[config.mk]
export PLATFORM = sky130hd
export DESIGN_NAME = led_pattern_sched
export DESIGN_NICKNAME = d
export VERILOG_FILES = /design/src/rtl/led_pattern_sched_pkg.sv /design/src/rtl/led_tick_gen.sv /design/src/rtl/led_pattern_sched.sv
export SDC_FILE = /design/constraint.sdc
export NUM_CORES = 1
export LEC_CHECK = 0
export ABC_AREA = 0
export CELL_PAD_IN_SITES_DETAIL_PLACEMENT = 0
export CELL_PAD_IN_SITES_GLOBAL_PLACEMENT = 1
export CORE_UTILIZATION = 44
export CTS_CLUSTER_SIZE = 14
export DETAILED_ROUTE_END_ITERATION = 10
export DONT_BUFFER_PORTS = 1
export GPL_ROUTABILITY_DRIVEN = 0
export PLACE_DENSITY_LB_ADDON = 0.08
export SLEW_MARGIN = 20
export SYNTH_ARGS = -nofsm -noshare
export SYNTH_HDL_FRONTEND = slang
export SYNTH_SLANG_ARGS = --single-unit
[constraint.sdc]
create_clock -name clk -period 2.3 [get_ports clk]
set_input_delay 0.345 -clock clk [delete_from_list [all_inputs] [get_ports clk]]
set_output_delay 0.345 -clock clk [all_outputs]
set_load 0.05 [all_outputs]
[src/rtl/led_pattern_sched_pkg.sv]
// Shared encodings for the LED pattern scheduler: pattern modes, FSM states
// and the bounce direction.
package led_pattern_sched_pkg;

    typedef enum logic [1:0] {
        MODE_OFF    = 2'd0,
        MODE_BLINK  = 2'd1,
        MODE_CHASE  = 2'd2,
        MODE_BOUNCE = 2'd3
    } mode_e;

    typedef enum logic {
        ST_RUN    = 1'b0,
        ST_SWITCH = 1'b1
    } state_e;

    typedef enum logic {
        DIR_UP   = 1'b0,
        DIR_DOWN = 1'b1
    } dir_e;

endpackage

[src/rtl/led_tick_gen.sv]
// Shared time base: a prescaler producing a tick every TICK_MAX+1 enabled
// cycles, and a step counter producing a step every STEP_TICKS ticks.
module led_tick_gen #(
    parameter int unsigned TICK_MAX   = 49_999,
    parameter int unsigned STEP_TICKS = 250,
    parameter int unsigned TICK_W     = 16
) (
    input  logic clk,
    input  logic rst,
    input  logic en,
    input  logic clr,
    output logic tick,
    output logic step
);

    localparam int unsigned STEP_W = 16;
    localparam logic [TICK_W-1:0] TICK_LAST = TICK_W'(TICK_MAX);
    localparam logic [STEP_W-1:0] STEP_LAST = STEP_W'(STEP_TICKS - 1);

    logic [TICK_W-1:0] tick_cnt_q, tick_cnt_d;
    logic [STEP_W-1:0] step_cnt_q, step_cnt_d;

    always_comb begin
        tick       = en && (tick_cnt_q == TICK_LAST);
        step       = tick && (step_cnt_q == STEP_LAST);
        tick_cnt_d = tick_cnt_q;
        step_cnt_d = step_cnt_q;
        // clr overrides en so a clear still takes effect while frozen
        if (clr) begin
            tick_cnt_d = '0;
            step_cnt_d = '0;
        end else if (en) begin
            tick_cnt_d = tick ? '0 : tick_cnt_q + TICK_W'(1);
            if (tick) begin
                step_cnt_d = step ? '0 : step_cnt_q + STEP_W'(1);
            end
        end
    end

    always_ff @(posedge clk or posedge rst) begin
        if (rst) begin
            tick_cnt_q <= '0;
            step_cnt_q <= '0;
        end else begin
            tick_cnt_q <= tick_cnt_d;
            step_cnt_q <= step_cnt_d;
        end
    end

endmodule

[src/rtl/led_pattern_sched.sv]
// LED pattern scheduler: sequences the LED bank through OFF/BLINK/CHASE/BOUNCE
// on a shared time base, with a valid/ready port for runtime mode changes.
module led_pattern_sched
    import led_pattern_sched_pkg::*;
#(
    parameter int unsigned NUM_LED    = 5,
    parameter int unsigned TICK_MAX   = 49_999,
    parameter int unsigned STEP_TICKS = 250,
    parameter int unsigned TICK_W     = 16
) (
    input  logic               clk,
    input  logic               rst,
    input  logic               en,
    input  logic               mode_req_valid,
    input  logic [1:0]         mode_req,
    output logic               mode_req_ready,
    output logic [1:0]         mode,
    output logic               step_pulse,
    output logic [NUM_LED-1:0] led
);

    state_e             state_q, state_d;
    mode_e              mode_q, mode_d;
    mode_e              cap_q, cap_d;
    dir_e               dir_q, dir_d;
    logic [NUM_LED-1:0] led_q, led_d;
    logic               step_pulse_q, step_pulse_d;
    logic               clr;
    logic               tick;
    logic               step;

    led_tick_gen #(
        .TICK_MAX   (TICK_MAX),
        .STEP_TICKS (STEP_TICKS),
        .TICK_W     (TICK_W)
    ) u_tick_gen (
        .clk  (clk),
        .rst  (rst),
        .en   (en),
        .clr  (clr),
        .tick (tick),
        .step (step)
    );

    always_comb begin
        state_d      = state_q;
        mode_d       = mode_q;
        cap_d        = cap_q;
        dir_d        = dir_q;
        led_d        = led_q;
        step_pulse_d = 1'b0;
        clr          = 1'b0;
        case (state_q)
            ST_RUN: begin
                // A request takes priority over a step due in the same cycle
                if (mode_req_valid) begin
                    state_d = ST_SWITCH;
                    cap_d   = mode_e'(mode_req);
                    led_d   = '0;
                    clr     = 1'b1;
                end else if (step && tick) begin
                    step_pulse_d = 1'b1;
                    case (mode_q)
                        MODE_OFF:   led_d = '0;
                        MODE_BLINK: led_d = ~led_q;
                        MODE_CHASE: led_d = {led_q[NUM_LED-2:0], led_q[NUM_LED-1]};
                        MODE_BOUNCE: begin
                            // Flip direction as we land on an end LED so it is lit one step only
                            if (dir_q == DIR_UP) begin
                                led_d = led_q << 1;
                                if (led_q[NUM_LED-2]) dir_d = DIR_DOWN;
                            end else begin
                                led_d = led_q >> 1;
                                if (led_q[1]) dir_d = DIR_UP;
                            end
                        end
                    endcase
                end
            end
            ST_SWITCH: begin
                clr     = 1'b1;
                state_d = ST_RUN;
                mode_d  = cap_q;
                dir_d   = DIR_UP;
                case (cap_q)
                    MODE_OFF:   led_d = '0;
                    MODE_BLINK: led_d = '1;
                    default:    led_d = NUM_LED'(1);
                endcase
            end
        endcase
    end

    always_ff @(posedge clk or posedge rst) begin
        if (rst) begin
            state_q      <= ST_RUN;
            mode_q       <= MODE_OFF;
            cap_q        <= MODE_OFF;
            dir_q        <= DIR_UP;
            led_q        <= '0;
            step_pulse_q <= 1'b0;
        end else begin
            state_q      <= state_d;
            mode_q       <= mode_d;
            cap_q        <= cap_d;
            dir_q        <= dir_d;
            led_q        <= led_d;
            step_pulse_q <= step_pulse_d;
        end
    end

    assign mode_req_ready = (state_q == ST_RUN);
    assign mode           = mode_q;
    assign step_pulse     = step_pulse_q;
    assign led            = led_q;

endmodule
==> results.toml, run 1 <==
[clock_network]
clk_pin_slew_ps = 90
cts_tree = "done"
clock_path_buffers = 2
cts-buffers-inserted = 5
cts_root_buf = "clkbuf_8"
htree_levels = 2
clkLatencyLatePin_ps = 300
clock_sinks = 44

[detailed_routing]
dr.pass1.iters = 5
drc_errors = 0
drt_iter0_markers = 85
via_per_inst = 5.79
wl_um = 5490
routedWlPerCell_um = 15.6
via_count = 2032
antenna_left = 0

[timing]
hold_slack_ps = 191
clock.fmax_mhz = 425
fin_crit_ps = 2350
hold_viol_final = 0
rsz0062_at_grt = "yes"
slew_headroom_pct = 57.6
tightest_slew_ps = 636
setup_ws_ps = -53.2
post-route-period-util_pct = 102
clock-skew-final_ps = 10.2
setup_viol = 4
slew_violations = 0

[worst_setup_path]
path_cells = "or4_4 > or4_4 > buf_6 > o21ai_4 > mux2_2"
crit_fanout = 6
cp.arrival_ps = 2550
cp-start-kind = "register"
worstSetupPathType = "register to register"
end_kind = "register"
cp_data_required_time_ps = 2490
cpMostUsedCell = "or4_4"
slowest_stage = "or4_4"
max_stage_delay_ps = 570

[final_layout]
drive_gt1_share_pct = 21.0
num_antenna_cells = 0
nFillCells = 497
syn_to_final_growth_pct = 20.2
mostFrequentLayoutCell = "dfrtp_1"
final_area_mm2 = 0.00285
final_cell_mix = "dfrtp_1, buf_4, a21oi_1"
regArea_mm2 = 0.00110
multi_input_area_mm2 = 0.00125
fin_nets = 289

[power]
p_per_area_mw_per_mm2 = 639
ir_drop_uv = 439
p_leak_nw = 1.10
total_power_w = 0.00182

[global_route]
grt_pass1_wl_um = 8780
antenna_found_initial = 0
grt_pass1_vias = 1903
grt-ovfl-total = 0
grt_usage_pct = 20.6
grt_max_degree = 25

[floorplanning]
core-area_mm2 = 0.00514
dieArea_mm2 = 0.00569
rows = 26
die_width_um = 75.4
start_util_pct = 46.1
die_y_um = 75.4
boundaryPins = 15

[hold_path]
holdCritPathClass = "input port to register"

[synthesis]
synthArstFlopShare_pct = 100
yosysWarnings = 0
synth-seq-cells = 44
syn_nets = 260
ys_seq_area_share_pct = 46.4
synth_cells = 251
synth_edf_count = 0
yosysUniqueCellTypes = 40
ys.flop_type = "dfrtp_1"
syn_area_mm2 = 0.00237
syn_area_per_cell_um2 = 9.45

[place]
placed_area_mm2 = 0.00262
detailedPlace.worstSlack_ps = -54.3
hpwl_um = 3720
portBuffers = 0

[run_status]
violations = "negative setup slack"
status = "complete, but fails checks"

[job]
maxCapViolCount = 0
-- Yosys cell counts (all sizes together) (3+ instances only) --
cell type / instances / area, µm²
a31oi: 3 / 18.8
nand4: 12 / 75.1
o21ai: 11 / 58.8
nor4: 5 / 31.3
nor3b: 3 / 22.5
clkbuf: 9 / 33.8
nand2b: 4 / 25.0
dfrtp: 44 / 1100
o22ai: 3 / 18.8
nor2: 12 / 45.0
o31ai: 9 / 67.6
nand2: 21 / 78.8
nor3: 3 / 15.0
a21oi: 25 / 125
and4: 4 / 35.0
mux2: 8 / 90.1
ha: 3 / 37.5
nand3: 12 / 60.1
inv: 6 / 22.5
or4: 12 / 90.1
or3: 12 / 75.1
xnor2: 6 / 52.6
-- cell families after synthesis --
logic type      after synthesis  synth area share [%]
simple gates                113                  27.6
mux                           9                  4.22
fa+ha+maj                     3                  1.58
compound gates               57                  14.4
flops                        44                  46.4
xor+xnor                      8                  2.96
buf+inv                      17                  2.80
-- through the flow --
| stage | setup TNS, ps | instances | utilization [%] |
|---|---|---|---|
| 2_1_floorplan | 0 | 251 | - |
| 3_3_place_gp | -9.16 | 335 | 51.0 |
| 3_5_place_dp | -455 | 335 | 51.0 |
| 4_1_cts | -105 | 348 | 54.4 |
| 5_1_grt | -1010 | 351 | 55.5 |
| 6_report | -170 | 351 | 55.5 |
-- flip-flops by register name, summed over array words and instances (netlist names) --
| register | cells |
|---|---|
| state_q | 1 |
| step_pulse | 1 |
| u_tick_gen.step_cnt_q | 16 |
| u_tick_gen.tick_cnt_q | 16 |
| mode | 2 |
| led | 5 |
| dir_q | 1 |
| cap_q | 2 |
-- worst max-delay path, delay by kind of cell (launching register included) --
kind                   cells  cell delay, ps
flip-flops                 1             390
buffers and inverters      1             150
multiplexers               1             360
AND/OR/NAND/NOR            2            1110
AO/OA/AOI/OAI              1             240
-- metal layers --
layer  global-route usage (%)  routed length, µm  up-vias  share of wire (%)
li1                         -                  -     1010                  -
met1                     28.2               2790      983                 51
met2                     33.1               2470       34                 45
met4                     7.41                 65        0                1.2
met3                     3.57                164        5                3.0
met5                        0                  0        -                  0
-- layout make-up --
| type | count | area share (%) |
|---|---|---|
| clock buffers | 7 | 3.38 |
| clock inverters | 1 | 1.05 |
| inverters | 6 | 0.790 |
| multi-input cells | 191 | 43.9 |
| flip-flops and latches | 44 | 38.6 |
| well taps | 70 | 3.07 |
| repair buffers | 32 | 9.13 |
-- power breakdown --
part           total [W]  switching (W)  internal [W]
sequential      0.000942       0.000135      0.000807
combinational   0.000231       0.000130      0.000101
clock           0.000647       0.000264      0.000383
-- final timing paths --
kind | start | end | slack (ps) | cells past startpoint
min in group asynchronous | rst | cap_q[1]$_DFFE_PP0P_ | 530 | 2
setup / recovery | u_tick_gen.tick_cnt_q[10]$_DFFE_PP0P_ | led[3]$_DFFE_PP0P_ | -50 | 5
setup reg to reg | u_tick_gen.tick_cnt_q[10]$_DFFE_PP0P_ | led[3]$_DFFE_PP0P_ | -50 | 5
hold reg to reg | cap_q[1]$_DFFE_PP0P_ | mode[1]$_DFFE_PP0P_ | 550 | 1
max in group asynchronous | rst | u_tick_gen.step_cnt_q[10]$_DFFE_PP0P_ | 1130 | 3
hold / removal | mode_req[1] | cap_q[1]$_DFFE_PP0P_ | 190 | 1
-- what timing repair did --
item	CTS	global route
buffers inserted	3	2
gates resized for setup	3	6
gates cloned	1	1
pin swaps	12	6
setup endpoints to repair	15	24
hold buffers	1	0
endpoints found under the hold margin	22	0
No activity file was read; power rests on OpenSTA's default activity.
==> run 2, diff against run 1 <==
--- a/config.mk
+++ b/config.mk
@@ -14,6 +14,7 @@
 export DONT_BUFFER_PORTS = 1
 export GPL_ROUTABILITY_DRIVEN = 0
 export PLACE_DENSITY_LB_ADDON = 0.08
+export REMOVE_ABC_BUFFERS = 1
 export SLEW_MARGIN = 20
 export SYNTH_ARGS = -nofsm -noshare
 export SYNTH_HDL_FRONTEND = slang
==> run 2 against run 1 <==
  * Global-route usage increased by 0.75 points
  * The run now ends clean
  * Power decreased by 2.8%
  * Register-to-register slack improved by 70 ps
  * Utilization decreased by 0.22 points
  * Non-clock buffer count unchanged
  * Fmax increased by 3.0%
  * First-iteration DRC count increased by 26%
  * Sequential share of layout area increased by 0.15 points
  * Clock power decreased by 8.2%
  * Sequential power increased by 0.4%
  * Flip-flop and latch count unchanged
  * Critical path depth unchanged
==> results.toml, run 2 (synthesis results as in run 1) <==
[detailed_routing]
wl_um = 5510
via_count = 2020
routedWlPerCell_um = 15.8
drc_errors = 0
antenna_left = 0
dr.pass1.iters = 4
via_per_inst = 5.77
drt_iter0_markers = 107

[hold_path]
hold_end = "cap_q[0]$_DFFE_PP0P_"
min_from = "mode_req[0]"
holdCritPathClass = "input port to register"
worstHoldPathCells = 1

[clock_network]
cts-buffers-inserted = 5
cts_root_buf = "clkbuf_8"
clock_path_buffers = 2
clkLatencyLatePin_ps = 300
clock_sinks = 44
clk_pin_slew_ps = 90
htree_levels = 2
cts_tree = "done"

[final_layout]
syn_to_final_growth_pct = 19.7
mostFrequentLayoutCell = "dfrtp_1"
layoutNonFillerInstCount = 350
fin_nets = 288
drive_gt1_share_pct = 21.1
final_cell_mix = "dfrtp_1, buf_4, a21oi_1"
num_antenna_cells = 0

[floorplanning]
die_width_um = 75.4
dieArea_mm2 = 0.00569
start_util_pct = 46.1
rows = 26
boundaryPins = 15
die_y_um = 75.4
core-area_mm2 = 0.00514

[worst_setup_path]
slowest_stage = "or4_4"
worstSetupPathType = "register to register"
path_buf_inv = 1
end_kind = "register"
cpMostUsedCell = "or4_4"
cp_top_family = "simple AND/OR/NAND/NOR gates"
max_stage_delay_ps = 600
cp.arrival_ps = 2520
r2r-start = "u_tick_gen.tick_cnt_q[10]$_DFFE_PP0P_"
rrSetupSlack_ps = 20
path_cells = "or4_4 > or4_4 > buf_6 > or3b_2 > a21oi_1"
cp-start-kind = "register"
r2r_cells = 5
crit_fanout = 6
cp_data_required_time_ps = 2530
r2r-end = "u_tick_gen.step_cnt_q[0]$_DFFE_PP0P_"

[job]
maxCapViolCount = 0

[place]
hpwl_um = 3830
portBuffers = 0
placed_cells = 338

[global_route]
grt_pass1_wl_um = 9070
grt_pass1_vias = 1858
grt_max_degree = 20
antenna_found_initial = 0
grt-ovfl-total = 0
grt_usage_pct = 21.4

[timing]
clock.fmax_mhz = 438
slew_headroom_pct = 57.4
rsz0062_at_grt = "yes"
hold_viol_final = 0
slew_violations = 0
post-route-period-util_pct = 99.3
tightest_slew_ps = 640
fin_crit_ps = 2280
fin_tns_setup_ps = 0
setup_viol = 0
clock-skew-final_ps = 5.89

[power]
p_per_area_mw_per_mm2 = 623
ir_drop_uv = 537
p_leak_nw = 1.09

[run_status]
status = "complete, no violations"
[run 2: cell types whose count changed in the layout (fill, tap and decap cells not counted), sizes merged]
cell,delta
clkbuf,-1
clkinv,+1
o41a,-1
[run 2: cell type report]
class	count	area (µm²)
Tap cell	70	87.6
Fill cell	495	2300
Sequential cell	44	1100
Clock inverter	2	35.0
Multi-Input combinational cell	190	1260
Inverter	6	22.5
Timing Repair Buffer	32	263
Clock buffer	6	72.6
[run 2: routing by layer]
layer | up-vias | routed length, µm | track usage (%)
li1 | 1007 | - | -
met5 | - | 0 | 0
met1 | 967 | 2800 | 31.3
met4 | 0 | 55 | 7.20
met2 | 42 | 2410 | 31.1
met3 | 4 | 247 | 5.03
[run 2: report_power, final]
group	total (W)	leakage [nW]	switching, W	internal, W
registers	0.000946	0.599	0.000139	0.000807
clock network	0.000594	0.0552	0.000271	0.000323
logic	0.000229	0.436	0.000128	0.000101
[run 2: timing repair]
action | in CTS | in global routing
setup buffers | 2 | 1
endpoints found under the hold margin | 17 | 0
gates resized for setup | 4 | 10
endpoints found under the setup margin | 20 | 17
pin swaps | 4 | 7
hold buffers | 1 | 0
[run 2: worst max path at each step]
stage / from / endpoint / cells past startpoint
5_1_grt: u_tick_gen.tick_cnt_q[10]$_DFFE_PP0P_ / led[2]$_DFFE_PP0P_ / 4
3_5_place_dp: u_tick_gen.tick_cnt_q[10]$_DFFE_PP0P_ / led[3]$_DFFE_PP0P_ / 4
4_1_cts: u_tick_gen.tick_cnt_q[7]$_DFFE_PP0P_ / u_tick_gen.step_cnt_q[1]$_DFFE_PP0P_ / 5
2_1_floorplan: u_tick_gen.tick_cnt_q[10]$_DFFE_PP0P_ / led[1]$_DFFE_PP0P_ / 4
3_3_place_gp: u_tick_gen.tick_cnt_q[10]$_DFFE_PP0P_ / u_tick_gen.step_cnt_q[0]$_DFFE_PP0P_ / 5
6_report: u_tick_gen.tick_cnt_q[10]$_DFFE_PP0P_ / u_tick_gen.step_cnt_q[0]$_DFFE_PP0P_ / 5
[run 2: per-stage QoR]
| stage | total power [W] | cell area [µm²] | worst slack, ps | utilization (%) | hold slack (ps) |
|---|---|---|---|---|---|
| after CTS | 0.00178 | 2790 | 1.35 | 54.3 | 187 |
| final | 0.00177 | 2840 | 15.1 | 55.2 | 195 |
| after detailed placement | 0.00118 | 2640 | -117 | 51.3 | 254 |
| after global routing | 0.00185 | 2840 | -31.0 | 55.2 | 180 |
| after global placement | 0.00118 | 2640 | -71.7 | 51.3 | 252 |
| after floorplan | 0.00110 | 2330 | -356 | - | 497 |
==> run 3, diff against run 2 <==
--- a/config.mk
+++ b/config.mk
@@ -13,7 +13,7 @@
 export DETAILED_ROUTE_END_ITERATION = 10
 export DONT_BUFFER_PORTS = 1
 export GPL_ROUTABILITY_DRIVEN = 0
-export PLACE_DENSITY_LB_ADDON = 0.08
+export PLACE_DENSITY_LB_ADDON = 0.2
 export REMOVE_ABC_BUFFERS = 1
 export SLEW_MARGIN = 20
 export SYNTH_ARGS = -nofsm -noshare
==> run 3 against run 2 <==
  * Cell count down 0.29%
  * Clock skew up 3.1 ps
  * Power up 0.24%
  * Clock-buffer cell count down 1
  * Critical path type unchanged
==> results.toml, run 3 (synthesis results as in run 1) <==
[timing]
rsz0062_at_grt = "yes"
post-route-period-util_pct = 99.5
clock-skew-final_ps = 8.98
slew_headroom_pct = 58.7
clock.fmax_mhz = 437
setup_ws_ps = 12.1
slew_violations = 0
hold_viol_final = 0
fin_crit_ps = 2290
tightest_slew_ps = 620
setup_viol = 0

[floorplanning]
core-area_mm2 = 0.00514
die_width_um = 75.4
die_y_um = 75.4
dieArea_mm2 = 0.00569
rows = 26
start_util_pct = 46.1
boundaryPins = 15

[clock_network]
cts-buffers-inserted = 5
clock_path_buffers = 2
clk_pin_slew_ps = 90
cts_tree = "done"
cts_root_buf = "clkbuf_8"
clock_sinks = 44
clkLatencyLatePin_ps = 310
htree_levels = 2

[final_layout]
regArea_mm2 = 0.00110
num_antenna_cells = 0
drive_gt1_share_pct = 24.0
fin_nets = 287
nFillCells = 512
mostFrequentLayoutCell = "dfrtp_1"
syn_to_final_growth_pct = 20.6
multi_input_area_mm2 = 0.00128
final_cell_mix = "dfrtp_1, buf_4, nand2_1"

[global_route]
grt_max_degree = 24
grt_usage_pct = 21.2
grt-ovfl-total = 0
antenna_found_initial = 0
grt_pass1_wl_um = 9030
grt_pass1_vias = 1845

[power]
p_leak_nw = 1.08
ir_drop_uv = 368
p_per_area_mw_per_mm2 = 620
pwr-share-clk_pct = 34.0
seq_power_share_pct = 53.2
netSwitchingFraction_pct = 30.9
total_power_w = 0.00177
switchingPower_w = 0.000547
p_comb_share_pct = 12.8
intPower_w = 0.00123

[place]
hpwl_um = 3750
detailedPlace.worstSlack_ps = -89.9
portBuffers = 0

[job]
maxCapViolCount = 0

[detailed_routing]
drt_iter0_markers = 70
routedWlPerCell_um = 16.3
wl_um = 5690
via_per_inst = 5.83
antenna_left = 0
drc_errors = 0
via_count = 2035
dr.pass1.iters = 4

[worst_setup_path]
path_buf_inv = 1
slowest_stage = "or4_4"
r2r_cells = 5
cp_data_required_time_ps = 2530
cp-start-kind = "register"
max_stage_delay_ps = 540
crit_fanout = 9
cp.arrival_ps = 2510
cp.depth = 5
worstSetupPathType = "register to register"
path_cells = "or4_4 > o41a_1 > buf_6 > or4_1 > a21oi_1"
end_kind = "register"
cp_top_family = "simple AND/OR/NAND/NOR gates"

[hold_path]
holdCritPathClass = "input port to register"
worstHoldPathCells = 1

[run_status]
status = "complete, no violations"
==> run 3: per-layer routing <==
metal	track usage, %	wire, µm
met1	30.0	2880
met2	33.0	2600
met3	4.37	142
met4	6.38	72
met5	0	0
==> run 3: final timing paths <==
kind,slack [ps],end,startpoint
worst max-delay path,10,u_tick_gen.step_cnt_q[15]$_DFFE_PP0P_,u_tick_gen.tick_cnt_q[10]$_DFFE_PP0P_
worst min-delay path,180,cap_q[0]$_DFFE_PP0P_,mode_req[0]
worst max register to register,10,u_tick_gen.step_cnt_q[15]$_DFFE_PP0P_,u_tick_gen.tick_cnt_q[10]$_DFFE_PP0P_
worst min register to register,570,mode[1]$_DFFE_PP0P_,cap_q[1]$_DFFE_PP0P_
max in group asynchronous,1200,led[4]$_DFFE_PP0P_,rst
min in group asynchronous,520,u_tick_gen.tick_cnt_q[10]$_DFFE_PP0P_,rst
==> run 3: timing repair <==
action / CTS / global route
setup endpoints to repair: 19 / 15
setup buffers: 2 / 4
cloned: 0 / 1
hold buffers: 1 / 0
gates resized for setup: 5 / 16
hold endpoints to repair: 21 / 0
pin swaps: 4 / 9
==> run 3: power groups by stage <==
stage          combinational [W]  sequential (W)  clock (W)
2_1_floorplan           0.000124        0.000974          0
3_3_place_gp            0.000216        0.000958          0
3_5_place_dp            0.000218        0.000959          0
4_1_cts                 0.000222        0.000943   0.000611
5_1_grt                 0.000249        0.000952   0.000652
6_report                0.000227        0.000944   0.000603
==> run 3: metrics by stage <==
step                      TNS [ps]  area, µm²  cells  hold WS [ps]  util [%]
after floorplan              -2410       2330    240           497         -
after detailed placement      -603       2600    333           290      50.6
after global placement        -390       2600    333           290      50.6
after CTS                    -68.1       2760    344           184      53.7
final                            0       2860    349           185      55.6
after global routing          -116       2860    349           185      55.6
==> run 3: worst register-to-register path, stage by stage, from the launching register on <==
cell and delay, ps:
dfrtp_1 400, or4_4 540, o41a_1 470, buf_6 160, or4_1 500, a21oi_1 140
==> run 3: final cells by class <==
type | instances | share of cell area (%)
clock inverters | 3 | 1.49
repair buffers | 31 | 8.84
multi-input cells | 190 | 44.9
flip-flops and latches | 44 | 38.5
well taps | 70 | 3.06
clock buffers | 5 | 2.41
inverters | 6 | 0.787
